<file path="config.mk">
export PLATFORM = sky130hd
export DESIGN_NAME = baud_tick_gen
export DESIGN_NICKNAME = d
export VERILOG_FILES = /design/src/rtl/baud_tick_gen.sv
export SDC_FILE = /design/constraint.sdc
export NUM_CORES = 1
export LEC_CHECK = 0
export BUFFER_PORTS_ARGS = -buffer_cell sky130_fd_sc_hd__buf_2
export CAP_MARGIN = 20
export CORE_MARGIN = 2
export CORE_UTILIZATION = 60
export DETAILED_ROUTE_END_ITERATION = 7
export PLACE_DENSITY = 0.81
export SLEW_MARGIN = 30
export SYNTH_ARGS = -nofsm -noshare
export SYNTH_HDL_FRONTEND = slang
export SYNTH_SLANG_ARGS = --single-unit
</file>
<file path="constraint.sdc">
create_clock -name clk -period 7.55 [get_ports clk]
set_input_delay 0.3775 -clock clk [delete_from_list [all_inputs] [get_ports clk]]
set_output_delay 0.3775 -clock clk [all_outputs]
set_load 0.03 [all_outputs]
</file>
<file path="src/rtl/baud_tick_gen.sv">
// UART baud tick generator: oversample, bit-rate and mid-bit enables for eight rates.
// Define BAUD_FRAC_EN to add Bresenham fractional correction so the average rate is exact.

module baud_tick_gen #(
    parameter int unsigned CLK_HZ     = 50000000,
    parameter int unsigned OVERSAMPLE = 16,
    parameter int unsigned CNT_W      = 14,
    parameter int unsigned ERR_W      = 21
) (
    input  logic       clk,
    input  logic       reset,
    input  logic       enable,
    input  logic [2:0] baud_select,
    input  logic       resync,
    output logic       sample_ENABLE,
    output logic       bit_ENABLE,
    output logic       mid_ENABLE
);

    localparam int unsigned OVR_W = $clog2(OVERSAMPLE);

    function automatic longint unsigned rate_of(input int unsigned sel);
        case (sel)
            0:       return 64'd300;
            1:       return 64'd1200;
            2:       return 64'd4800;
            3:       return 64'd9600;
            4:       return 64'd19200;
            5:       return 64'd38400;
            6:       return 64'd57600;
            default: return 64'd115200;
        endcase
    endfunction

    function automatic longint unsigned n_of(input int unsigned sel);
        return longint'(OVERSAMPLE) * rate_of(sel);
    endfunction

    function automatic longint unsigned d_of(input int unsigned sel);
        return longint'(CLK_HZ) / n_of(sel);
    endfunction

    function automatic longint unsigned r_of(input int unsigned sel);
        return longint'(CLK_HZ) % n_of(sel);
    endfunction

    function automatic longint unsigned dr_of(input int unsigned sel);
        return (longint'(CLK_HZ) + n_of(sel) / 2) / n_of(sel);
    endfunction

    // Per-rate constants packed side by side, indexed by baud_select at run time.
    function automatic logic [8*CNT_W-1:0] pack_cnt(input bit rounded);
        logic [8*CNT_W-1:0] t;
        t = '0;
        for (int unsigned i = 0; i < 8; i++) begin
            t[i*CNT_W +: CNT_W] = CNT_W'(rounded ? dr_of(i) : d_of(i));
        end
        return t;
    endfunction

    function automatic logic [8*ERR_W-1:0] pack_err(input bit want_n);
        logic [8*ERR_W-1:0] t;
        t = '0;
        for (int unsigned i = 0; i < 8; i++) begin
            t[i*ERR_W +: ERR_W] = ERR_W'(want_n ? n_of(i) : r_of(i));
        end
        return t;
    endfunction

    if (OVERSAMPLE < 4 || (OVERSAMPLE % 2) != 0) begin : g_bad_oversample
        $error("baud_tick_gen: OVERSAMPLE must be even and at least 4");
    end
    if (d_of(7) < 2) begin : g_bad_clk
        $error("baud_tick_gen: CLK_HZ too low for 115200 bit/s (divisor below 2)");
    end
    if (n_of(7) >= (longint'(1) << ERR_W)) begin : g_bad_err_w
        $error("baud_tick_gen: ERR_W cannot hold OVERSAMPLE*115200");
    end

    logic [CNT_W-1:0] cnt_q, cnt_d;
    logic [CNT_W-1:0] period;
    logic [OVR_W-1:0] ovr_q, ovr_d;
    logic [2:0]       baud_q;
    logic             sample_q, sample_d;
    logic             bit_q, bit_d;
    logic             mid_q, mid_d;
    logic             restart;
    logic             tick;

    // A rate change, a resync or a disabled cycle all reload the phase exactly like reset.
    assign restart = !enable || (baud_select != baud_q) || resync;
    assign tick    = (cnt_q == period - CNT_W'(1));

    always_comb begin
        // NOTE: every target gets a default first so no path through the block can infer a latch.
        cnt_d    = cnt_q + CNT_W'(1);
        ovr_d    = ovr_q;
        sample_d = 1'b0;
        bit_d    = 1'b0;
        mid_d    = 1'b0;
        if (restart) begin
            cnt_d = '0;
            ovr_d = '0;
        end else if (tick) begin
            cnt_d    = '0;
            sample_d = 1'b1;
            bit_d    = (ovr_q == OVR_W'(OVERSAMPLE - 1));
            mid_d    = (ovr_q == OVR_W'(OVERSAMPLE / 2 - 1));
            ovr_d    = bit_d ? '0 : ovr_q + OVR_W'(1);
        end
    end

    always_ff @(posedge clk) begin
        // NOTE: non-blocking assignments so every register samples pre-edge values.
        if (reset) begin
            cnt_q    <= '0;
            ovr_q    <= '0;
            sample_q <= 1'b0;
            bit_q    <= 1'b0;
            mid_q    <= 1'b0;
        end else begin
            cnt_q    <= cnt_d;
            ovr_q    <= ovr_d;
            sample_q <= sample_d;
            bit_q    <= bit_d;
            mid_q    <= mid_d;
        end
    end

    // The shadow copy only serves change detection, so it simply follows the input.
    always_ff @(posedge clk) begin
        baud_q <= baud_select;
    end

`ifdef BAUD_FRAC_EN
    localparam logic [8*CNT_W-1:0] D_TAB = pack_cnt(1'b0);
    localparam logic [8*ERR_W-1:0] R_TAB = pack_err(1'b0);
    localparam logic [8*ERR_W-1:0] N_TAB = pack_err(1'b1);

    if (d_of(0) + 1 >= (longint'(1) << CNT_W)) begin : g_bad_cnt_w
        $error("baud_tick_gen: CNT_W cannot hold the 300 bit/s divisor");
    end

    logic [CNT_W-1:0] per_q, per_d;
    logic [CNT_W-1:0] d_new, d_cur;
    logic [ERR_W-1:0] err_q, err_d;
    logic [ERR_W-1:0] r_new, r_cur, n_cur;
    logic [ERR_W:0]   err_sum;

    assign d_new  = D_TAB[baud_select*CNT_W +: CNT_W];
    assign r_new  = R_TAB[baud_select*ERR_W +: ERR_W];
    assign d_cur  = D_TAB[baud_q*CNT_W +: CNT_W];
    assign r_cur  = R_TAB[baud_q*ERR_W +: ERR_W];
    assign n_cur  = N_TAB[baud_q*ERR_W +: ERR_W];
    assign period = per_q;

    // err and R are each below N, so their sum needs one extra bit.
    always_comb begin
        err_sum = {1'b0, err_q} + {1'b0, r_cur};
        per_d   = per_q;
        err_d   = err_q;
        if (restart) begin
            per_d = d_new;
            err_d = r_new;
        end else if (tick) begin
            if (err_sum >= {1'b0, n_cur}) begin
                per_d = d_cur + CNT_W'(1);
                err_d = ERR_W'(err_sum - {1'b0, n_cur});
            end else begin
                per_d = d_cur;
                err_d = err_sum[ERR_W-1:0];
            end
        end
    end

    always_ff @(posedge clk) begin
        if (reset) begin
            per_q <= d_new;
            err_q <= r_new;
        end else begin
            per_q <= per_d;
            err_q <= err_d;
        end
    end
`else
    localparam logic [8*CNT_W-1:0] DR_TAB = pack_cnt(1'b1);

    if (dr_of(0) >= (longint'(1) << CNT_W)) begin : g_bad_cnt_w
        $error("baud_tick_gen: CNT_W cannot hold the 300 bit/s divisor");
    end

    assign period = DR_TAB[baud_q*CNT_W +: CNT_W];
`endif

    assign sample_ENABLE = sample_q;
    assign bit_ENABLE    = bit_q;
    assign mid_ENABLE    = mid_q;

endmodule

</file>
* Word level (Yosys, flattened, before mapping)
Cells that the tools add are included.
Widths: inputs -> output; s select.
** Storage, ports and cells
- Output and inout port bits :: 3
- Register bits :: 24
** Operators by class
- Equal/unequal tests :: 4
- Muxes and demuxes :: 2
- Shift-type cells :: 1
- Reduce and logical (&&, ||, !) cells :: 6
- Multipliers :: 1
- $add $sub $neg :: 3
- Bitwise operators :: 1
** Operators by type and width (count)
- $shiftx 112x8->14 const A :: 1
- $add 14x1->14 const B :: 1
- $eq 14x14->1 :: 1
- $sub 14x1->14 const B :: 1
- $mul 3x3->6 const B :: 1
- $reduce_or 3->1 :: 2
- $add 4x1->4 const B :: 1
- $eq 4x3->1 const B :: 1
- $eq 4x4->1 const B :: 1
- $mux 4 :: 1
- $ne 3x3->1 :: 1
- $logic_or 1x1->1 :: 2
- $reduce_or 2->1 :: 1
- $logic_not 1->1 :: 1
- $mux 1 :: 1
- $not 1->1 :: 1

* Longest topological paths before layout
Gate-level depths: netlist (run 1).
- Depth in word-level cells :: 6
- Mapped depth :: 15
- Mapped depth without buffers :: 12

* Worst setup path after synthesis (run 1)
No wires, ideal clock.
- Kind :: register -> register
- Start point :: register baud_q[1]
- End point :: register ovr_q[2]
- Arrival time :: 3523 ps
- Required time :: 7474 ps
- Clock period less this slack :: 3598 ps
- Path slack :: 3952 ps
- Stages on the path, launching flop included :: 15
- Path buffers :: 2
- Path through :: dfxtp_1 buf_2 inv_1 ha_1 buf_2 or3_4 nand2_1 ha_1 xnor2_1 xnor2_1 nand3_1 or4_4 or4_4 or4_1 a21oi_1
** Between the ends
- Longest elaborated chain between the ends :: 4
- Elaborated cells on any way between the ends :: 8
- Classes of those cells :: add/sub: 1; mul: 1; eq/ne: 2; shift: 1; reduce/logical: 3
** Ends and longest elaborated chain
- start, declared :: line 83 : logic [2:0] baud_q;
- start signal, assigned :: line 132 : baud_q <= baud_select;
- $mul 3x3->6 / $ne 3x3->1 (equally long branches) :: line 192, 91
- $shiftx 112x8->14 / $logic_or 1x1->1 (equally long branches) :: line 192, 91
- $sub 14x1->14 / $logic_or 1x1->1 (equally long branches) :: line 92, 91
- $eq 14x14->1 / $reduce_or 2->1 (equally long branches)
- end signal, assigned :: line 123 : ovr_q <= ovr_d;
- end, declared :: line 82 : logic [OVR_W-1:0] ovr_q, ovr_d;
Several ways; a longest one is shown, not always the timed one.
A chain may end at the register's enable or synchronous reset.

* Final worst setup path (run 1)
- Start point :: register baud_q[1]
- End point :: register cnt_q[2]
** Between the ends
- Longest elaborated chain between the ends :: 5
- Elaborated cells on any way between the ends :: 8
- Classes of those cells :: add/sub: 1; mul: 1; eq/ne: 2; shift: 1; reduce/logical: 3
** Ends and longest elaborated chain
- $mul 3x3->6 :: line 192 : assign period = DR_TAB[baud_q*CNT_W +: CNT_W];
- $shiftx 112x8->14 :: line 192
- $sub 14x1->14 :: line 92 : assign tick = (cnt_q == period - CNT_W'(1));
- $eq 14x14->1 :: line 92
- $reduce_or 3->1 (no line) (*)
- end signal, assigned :: line 122 : cnt_q <= cnt_d;
- end, declared :: line 80 : logic [CNT_W-1:0] cnt_q, cnt_d;
Mark *: on every way between the ends. The rest lies on a longest branch, timed or not.

==> run metrics, run 1 <==
status=complete, no violations; Synth Area in Compound Gates=13.7%; CTS clk-pin slew, worst paths=0.15 ns; nets=224; Post-synth top flop=dfxtp_1; CP Class=register to register; Fillers=232; initial antenna violation count=0; drt via density=6.19; fmax=244 MHz; CTS tree=yes; Tcrit/Tclk final=54.3%; simple-gate share of the synthesized area=30.8%; Cell Area, Synth=1690 sq um; Fin. Hold Viols=0; Post-Synth Adder-Cell Area=7.41%; Hold WS=0.155 ns; core footprint=2710 sq um; largest net degree at the start of global routing=29; routed wire length=3.59 mm; Min-Delay Path Class=input pin to register; drc violations=0; Setup crit end kind=register; clk_lat worst skew=0.33 ns; clock skew=0.0148 ns; H-tree Lvls=1; cell row count=19; RSZ-0062 raised after global routing=false; Resized cells post-CTS=0; Critical Path Fanout Max=14; Post-CTS Setup Inserts=0; RePlAce Congestion=0.897; final core utilization=65.7%; I/O pin count=10; die footprint=3260 sq um; CTS Buf Count=3; VDD IR max=0.178 mV; Slew @ Worst Pin=0.938 ns; Synth area leaders=dfxtp_1 (28%), ha_1 (7.4%), xnor2_1 (6.2%); static leakage=0.625 nW; first-pass GRT wire length=6.00 mm; drt first pass iters=4; I/O Buffers=9; Setup TNS Final=0 ns; clock tree sinks=24; CP startpoint kind=register; data arrival time of the critical path=4.31 ns; P&R area growth vs syn=5.33%; maximum root-to-sink buffer count=2; Slew headroom=37.4%; max-cap violations=0; Critical Path RT=7.76 ns; Starting Density=62.3%; Sequential cell area=480 sq um; # diodes=0; Async S/R FF share, synth=0%; HPWL Detailed=2.61 mm; synthesized flop and latch total=24; wire per inst=15.1 um; crit path time final=4.10 ns; die span in x=57.1 um; Synth top area share=28.4%; Final Max Slew Viols=0; Overflow after GRT=0; Power Dens Cells=148 nW/um^2; area of the multi-input gates=1140 sq um; Die Y=57.1 um; area leader, netlist=dfxtp_1; root buf cell=clkbuf_4; Synth Warn #=0; hold_buf cts=0; Syn Area/Cell=8.45 sq um; Via Count=1,467; Post-synth EDFFs=0; share of cells above drive strength 1=10.7%; Yosys cell types=51; # setup viols final=0; post-synthesis sequential area ratio=28.4%; Routed Antenna Nets=0; XOR/XNOR Fraction of Synth Area=11.9%; Cells after Synth=200; Post-Syn Nets=217; largest family of logic cells by synthesized area=simple AND/OR/NAND/NOR gates; mux cell area share after synthesis=3.63%; total track usage=23.1%; vias in the first global route=1,384; Iteration-0 DRC Markers=62
per-stage QoR:
stage	worst slack, ns	instances	power, W	cell area, sq um
floorplan	3.95	200	0.000163	1690
global placement	3.63	233	0.000168	1730
detailed placement	3.50	233	0.000169	1730
CTS	3.47	237	0.000262	1780
global route	3.14	237	0.000271	1780
finish	3.45	237	0.000264	1780
cells in the mapped netlist (2+ instances only):
master / n
or4_1: 3
inv_1: 6
o31ai_1: 2
nand2b_1: 3
nand4b_1: 2
nor4_1: 2
a21oi_1: 8
nand3_1: 9
nor3b_1: 2
o21a_1: 3
xnor2_1: 12
nor2b_1: 6
nor3_1: 6
buf_6: 2
and2_1: 2
xor2_1: 11
nor2_1: 27
a31oi_1: 2
o21ai_0: 6
mux2i_1: 5
nand3b_1: 2
buf_2: 4
ha_1: 10
nand4_1: 6
or4_4: 2
nand2_1: 8
or3b_1: 2
dfxtp_1: 24
cells in the final DEF (no fill, tap or decap), types with 2 or more instances in the layout:
cell	n
or4_1	3
buf_2	9
nor3b_1	2
inv_1	6
nor4_1	2
nor3_1	6
nand3_1	9
a21oi_1	8
nor2b_1	6
nand3b_1	2
or4_4	2
ha_1	10
mux2i_1	5
a31oi_1	2
o21ai_0	6
xor2_1	11
nand2_1	8
clkbuf_4	3
and2_1	2
nand4_1	6
o31ai_1	2
nand2b_1	3
xnor2_1	12
dfxtp_1	24
o21a_1	3
or3b_1	2
nor2_1	27
nand4b_1	2
registers in the layout, summed over array words and instances, names as in the netlist:
signal and count:
bit_ENABLE 1, ovr_q 4, cnt_q 14, sample_ENABLE 1, baud_q 3, mid_ENABLE 1
power by group:
part	internal, W	leakage (nW)	switching, W
combinational	0.0000162	0.403	0.0000193
clock	0.0000537	0.0279	0.0000425
sequential	0.000128	0.194	0.00000419
final cells by class:
class | instances | area share, %
well taps | 31 | 2.18
flip-flops and latches | 24 | 27.0
repair buffers | 9 | 2.53
clock inverters | 1 | 1.69
clock buffers | 3 | 1.27
inverters | 6 | 1.27
multi-input cells | 163 | 64.1
path summary, 6_finish.rpt:
path,from,endpoint,slack (ns),cells after the start
worst max-delay path,baud_q[1],cnt_q[2],3.45,12
worst min-delay path,baud_select[2],baud_q[2],0.15,1
worst max register to register,baud_q[1],cnt_q[2],3.45,12
worst min register to register,cnt_q[0],cnt_q[0],0.49,1
per-layer routing:
layer	GRT usage, %	part of all wire, %	vias up
met2	37.4	48	58
li1	-	-	726
met5	0	0	-
met1	31.0	45	677
met3	5.22	6.5	6
met4	6.98	1.1	0
worst max-delay path, cell delays in order, from the launching register on:
cell,delay [ns]
dfxtp_1,0.64
inv_1,0.21
ha_1,0.36
or3_4,0.39
nand2_1,0.12
ha_1,0.22
xnor2_1,0.15
xnor2_1,0.14
nand3_1,0.09
or4_4,0.53
nor4_1,0.57
a21o_1,0.47
nor2_1,0.10
cell families (layout without fill, tap and decap cells):
logic type,Yosys count,count (layout)
simple gates,92,92
fa+ha+maj,10,10
buf+inv,13,19
compound gates,32,32
flops,24,24
mux,6,6
xor+xnor,23,23
(Power assumes the default switching activity.)
==> run 2, diff against run 1 <==
==> constraint.sdc (replaced) <==
create_clock -name clk -period 4.1 [get_ports clk]
set_input_delay 0.205 -clock clk [delete_from_list [all_inputs] [get_ports clk]]
set_output_delay 0.205 -clock clk [all_outputs]
set_load 0.03 [all_outputs]
==> run metrics, run 2 (synthesis results as in run 1) <==
routed wire length=3.59 mm; data arrival time of the critical path=3.98 ns; Routed Antenna Nets=0; CTS tree=yes; VDD IR max=0.297 mV; # setup viols final=0; placed cell count=236; # diodes=0; Slew headroom=60.0%; Tcrit/Tclk final=90.8%; Die Y=57.1 um; hold_sp=enable; Biggest register=cnt_q; P&R area growth vs syn=8.52%; total track usage=22.6%; status=complete, no violations; drc violations=0; Starting Density=62.3%; share of cells above drive strength 1=12.3%; clock skew=0.00928 ns; drt first pass iters=4; first-pass GRT wire length=5.78 mm; Post-CTS Setup Inserts=0; biggest regs=cnt_q: 14 flops, ovr_q: 4 flops, baud_q: 3 flops; vias in the first global route=1,365; Overflow after GRT=0; Setup crit end kind=register; drt via density=6.03; worst setup path startpoint=baud_q[0]; fmax=269 MHz; maximum root-to-sink buffer count=2; HPWL Detailed=2.73 mm; clk_lat worst skew=0.33 ns; Layout Cells excl Fill=243; crit path time final=3.72 ns; nets=230; CP Class=register to register; Via Count=1,465; max-cap violations=0; Critical Path Fanout Max=10; H-tree Lvls=1; cell row count=19; Power Dens Cells=266 nW/um^2; commonest non-fill, non-tap cell in the layout=nor2_1; CP startpoint kind=register; static leakage=0.653 nW; Setup TNS Final=0 ns; largest net degree at the start of global routing=16; clock tree sinks=24; Critical R2R Launch=baud_q[0]; Critical Path RT=4.35 ns; max reg flops=14; Final Max Slew Viols=0; wire per inst=14.8 um; Slew @ Worst Pin=0.594 ns; most frequent cells in the layout=nor2_1 (27), dfxtp_1 (23), xnor2_1 (12); Iteration-0 DRC Markers=57; RePlAce Congestion=0.894; root buf cell=clkbuf_4; initial antenna violation count=0; I/O pin count=10; core footprint=2710 sq um; RSZ-0062 raised after global routing=false; I/O Buffers=9; CTS Buf Count=3; Fin. Hold Viols=0; die footprint=3260 sq um; CTS clk-pin slew, worst paths=0.13 ns; Min-Delay Path Class=input pin to register; Final Power=0.000488 W; die span in x=57.1 um
## run 2: cell count changes in the layout (fill, tap and decap cells not counted), sizes merged
cell / delta
buf: +3
dlygate4sd3: +3
## run 2: per-stage QoR
| step | util [%] | worst slack (ns) | cell area [sq um] | hold slack (ns) |
|---|---|---|---|---|
| 6_report | 67.6 | 0.376 | 1830 | 0.327 |
| 5_1_grt | 67.6 | 0.162 | 1830 | 0.352 |
| 4_1_cts | 66.9 | 0.246 | 1810 | 0.00459 |
| 3_5_place_dp | 64.5 | 0.283 | 1750 | 0.335 |
| 3_3_place_gp | 64.5 | 0.401 | 1750 | 0.333 |
| 2_1_floorplan | - | 0.502 | 1690 | 0.233 |
## run 2: layout make-up
type                            count  area, sq um
Clock buffer                        3         22.5
Fill cell                         233          877
Timing Repair Buffer               15         97.6
Multi-Input combinational cell    163         1140
Clock inverter                      1         30.0
Sequential cell                    24          482
Tap cell                           31         38.8
Inverter                            6         22.5
## run 2: final timing paths
kind / to / slack [ns] / cells past startpoint
setup / recovery: ovr_q[2] / 0.38 / 12
hold / removal: ovr_q[0] / 0.33 / 3
setup reg to reg: ovr_q[2] / 0.38 / 12
hold reg to reg: cnt_q[0] / 0.50 / 1
## run 2: repair_timing
action                     CTS  global route
resized for setup            0             1
setup endpoints to repair    0             1
hold endpoints to repair     1             2
hold buffers                 1             2
## run 2: where the power goes
| group | internal [W] | switching (W) | leakage, nW | total, W |
|---|---|---|---|---|
| clock network | 0.0000989 | 0.0000769 | 0.0279 | 0.000176 |
| registers | 0.000235 | 0.00000400 | 0.194 | 0.000239 |
| logic | 0.0000331 | 0.0000401 | 0.430 | 0.0000732 |
| total | 0.000367 | 0.000121 | 0.653 | 0.000488 |
## run 2: worst max-delay path, cell delays in order (launching register included)
cell and delay (ns):
dfxtp_2 0.47, inv_1 0.13, ha_1 0.32, or3_4 0.39, nand2_1 0.12, ha_1 0.21
xnor2_1 0.14, xnor2_1 0.13, nand3_1 0.10, or4_4 0.54, or4_4 0.54, or4_1 0.41
a21oi_1 0.15
## run 2: routing by layer
layer	routed length [um]	GRT usage (%)	vias to the layer above
met3	186	6.12	7
met4	69	10.6	0
met1	1530	25.7	678
met5	0	0	-
li1	-	-	738
met2	1800	39.1	42
==> run 3, diff against run 2 <==
--- a/config.mk
+++ b/config.mk
@@ -7,8 +7,10 @@
 export LEC_CHECK = 0
 export BUFFER_PORTS_ARGS = -buffer_cell sky130_fd_sc_hd__buf_2
 export CAP_MARGIN = 20
+export CELL_PAD_IN_SITES_DETAIL_PLACEMENT = 1
+export CELL_PAD_IN_SITES_GLOBAL_PLACEMENT = 1
 export CORE_MARGIN = 2
-export CORE_UTILIZATION = 60
+export CORE_UTILIZATION = 46
 export DETAILED_ROUTE_END_ITERATION = 7
 export PLACE_DENSITY = 0.81
 export SLEW_MARGIN = 30
==> run metrics, run 3 (synthesis results as in run 1) <==
final worst slack=0.286 ns; Slew @ Worst Pin=0.564 ns; worst path cell trace=inv_1 -> ha_1 -> or3_4 -> nand2_1 -> ha_1 -> xnor2_1 -> xnor2_1 -> nand3_1 -> or4_4 -> or4_4 -> or4_1 -> a21oi_1; # setup viols final=0; max-cap violations=0; clk_lat worst skew=0.27 ns; CTS Buf Count=3; Routed Antenna Nets=0; commonest non-fill, non-tap cell in the layout=nor2_1; H-tree Lvls=1; Setup TNS Final=0 ns; static leakage=0.648 nW; Power Dens Cells=284 nW/um^2; VDD IR max=0.177 mV; CP Class=register to register; fmax=262 MHz; HPWL Detailed=3.18 mm; I/O pin count=10; P&R area growth vs syn=9.19%; max reg flops=14; Starting Density=46.8%; Min-Delay Path Class=input pin to register; # diodes=0; Critical Path Fanout Max=10; Overflow after GRT=0; most frequent cells in the layout=nor2_1 (27), dfxtp_1 (23), xnor2_1 (12); CTS tree=yes; die span in x=64.6 um; clock tree sinks=24; Fillers=459; Fin. Hold Viols=0; Via Count=1,452; RePlAce Congestion=0.876; vias in the first global route=1,577; largest net degree at the start of global routing=22; cell row count=22; I/O Buffers=9; Slew headroom=62.0%; routed wire length=4.28 mm; Final Max Slew Viols=0; total track usage=22.4%; pre-CTS setup slack=0.145 ns; CP startpoint kind=register; clock skew=0.00240 ns; status=complete, no violations; Iteration-0 DRC Markers=81; nets=227; hold_buf cts=0; initial antenna violation count=0; RSZ-0062 raised after global routing=false; Crit-path slowest cell=or4_4; drt via density=5.65; CP max stage delay=0.55 ns; drc violations=0; Setup crit end kind=register; core footprint=3610 sq um; data arrival time of the critical path=4.01 ns; wire per inst=16.6 um; Tcrit/Tclk final=93.0%; root buf cell=clkbuf_8; Biggest register=cnt_q; Critical Path RT=4.30 ns; drt first pass iters=5; share of cells above drive strength 1=12.9%; first-pass GRT wire length=7.38 mm; maximum root-to-sink buffer count=2; biggest regs=cnt_q: 14 flops, ovr_q: 4 flops, baud_q: 3 flops; Die Y=64.6 um; CTS clk-pin slew, worst paths=0.09 ns; crit path time final=3.81 ns; die footprint=4170 sq um
==> run 3: cell count changes in the layout (fill, tap and decap cells not counted), sizes merged <==
cell,before,now
dlygate4sd3,3,0
==> run 3: through the flow <==
step	util [%]	std cells	hold WS, ns	area (sq um)	total power [W]
CTS	51.1	257	0.0505	1840	0.000532
detailed placement	49.1	253	0.334	1770	0.000316
finish	51.1	257	0.0525	1840	0.000524
floorplan	-	200	0.233	1690	0.000300
global placement	49.1	253	0.333	1770	0.000313
global route	51.1	257	0.0476	1840	0.000549
==> run 3: worst paths after layout <==
kind | from | end | slack [ns] | depth (start not counted)
setup reg to reg | baud_q[0] | ovr_q[2] | 0.29 | 12
hold reg to reg | cnt_q[0] | cnt_q[0] | 0.51 | 1
setup / recovery | baud_q[0] | ovr_q[2] | 0.29 | 12
hold / removal | baud_select[1] | baud_q[1] | 0.05 | 1
==> run 3: worst max-delay path: cells and delay by family, from the launching register on <==
family          cells  cell delay [ns]
simple gates        6             2.09
xor+xnor            2             0.33
compound gates      1             0.15
flops               1             0.46
buf+inv             1             0.14
fa+ha+maj           2             0.57
==> run 3: where the power goes <==
part | switching [W] | internal, W | leakage (nW)
Clock | 0.0000811 | 0.000131 | 0.0357
Combinational | 0.0000426 | 0.0000314 | 0.418
Sequential | 0.00000371 | 0.000235 | 0.194
==> run 3: metal layers <==
layer	global-route usage, %	share of wire (%)	wire length, um	vias up
met5	0	0	0	-
met3	3.65	2.8	119	2
met1	27.5	47	2000	692
met4	3.19	0.44	19	0
met2	41.8	50	2140	28
li1	-	-	-	730
==> run 3: final cells by class <==
class / instances / area (sq um) / share of cell area, %
inverters: 6 / 22.5 / 1.22
flip-flops and latches: 24 / 482 / 26.1
clock inverters: 1 / 30.0 / 1.63
repair buffers: 12 / 67.6 / 3.66
clock buffers: 3 / 41.3 / 2.24
well taps: 48 / 60.1 / 3.26
multi-input cells: 163 / 1140 / 61.9
==> run 3: what timing repair did <==
item | in CTS | in global routing
endpoints found under the setup margin | 0 | 15
gates resized for setup | 0 | 2
setup buffers | 0 | 0
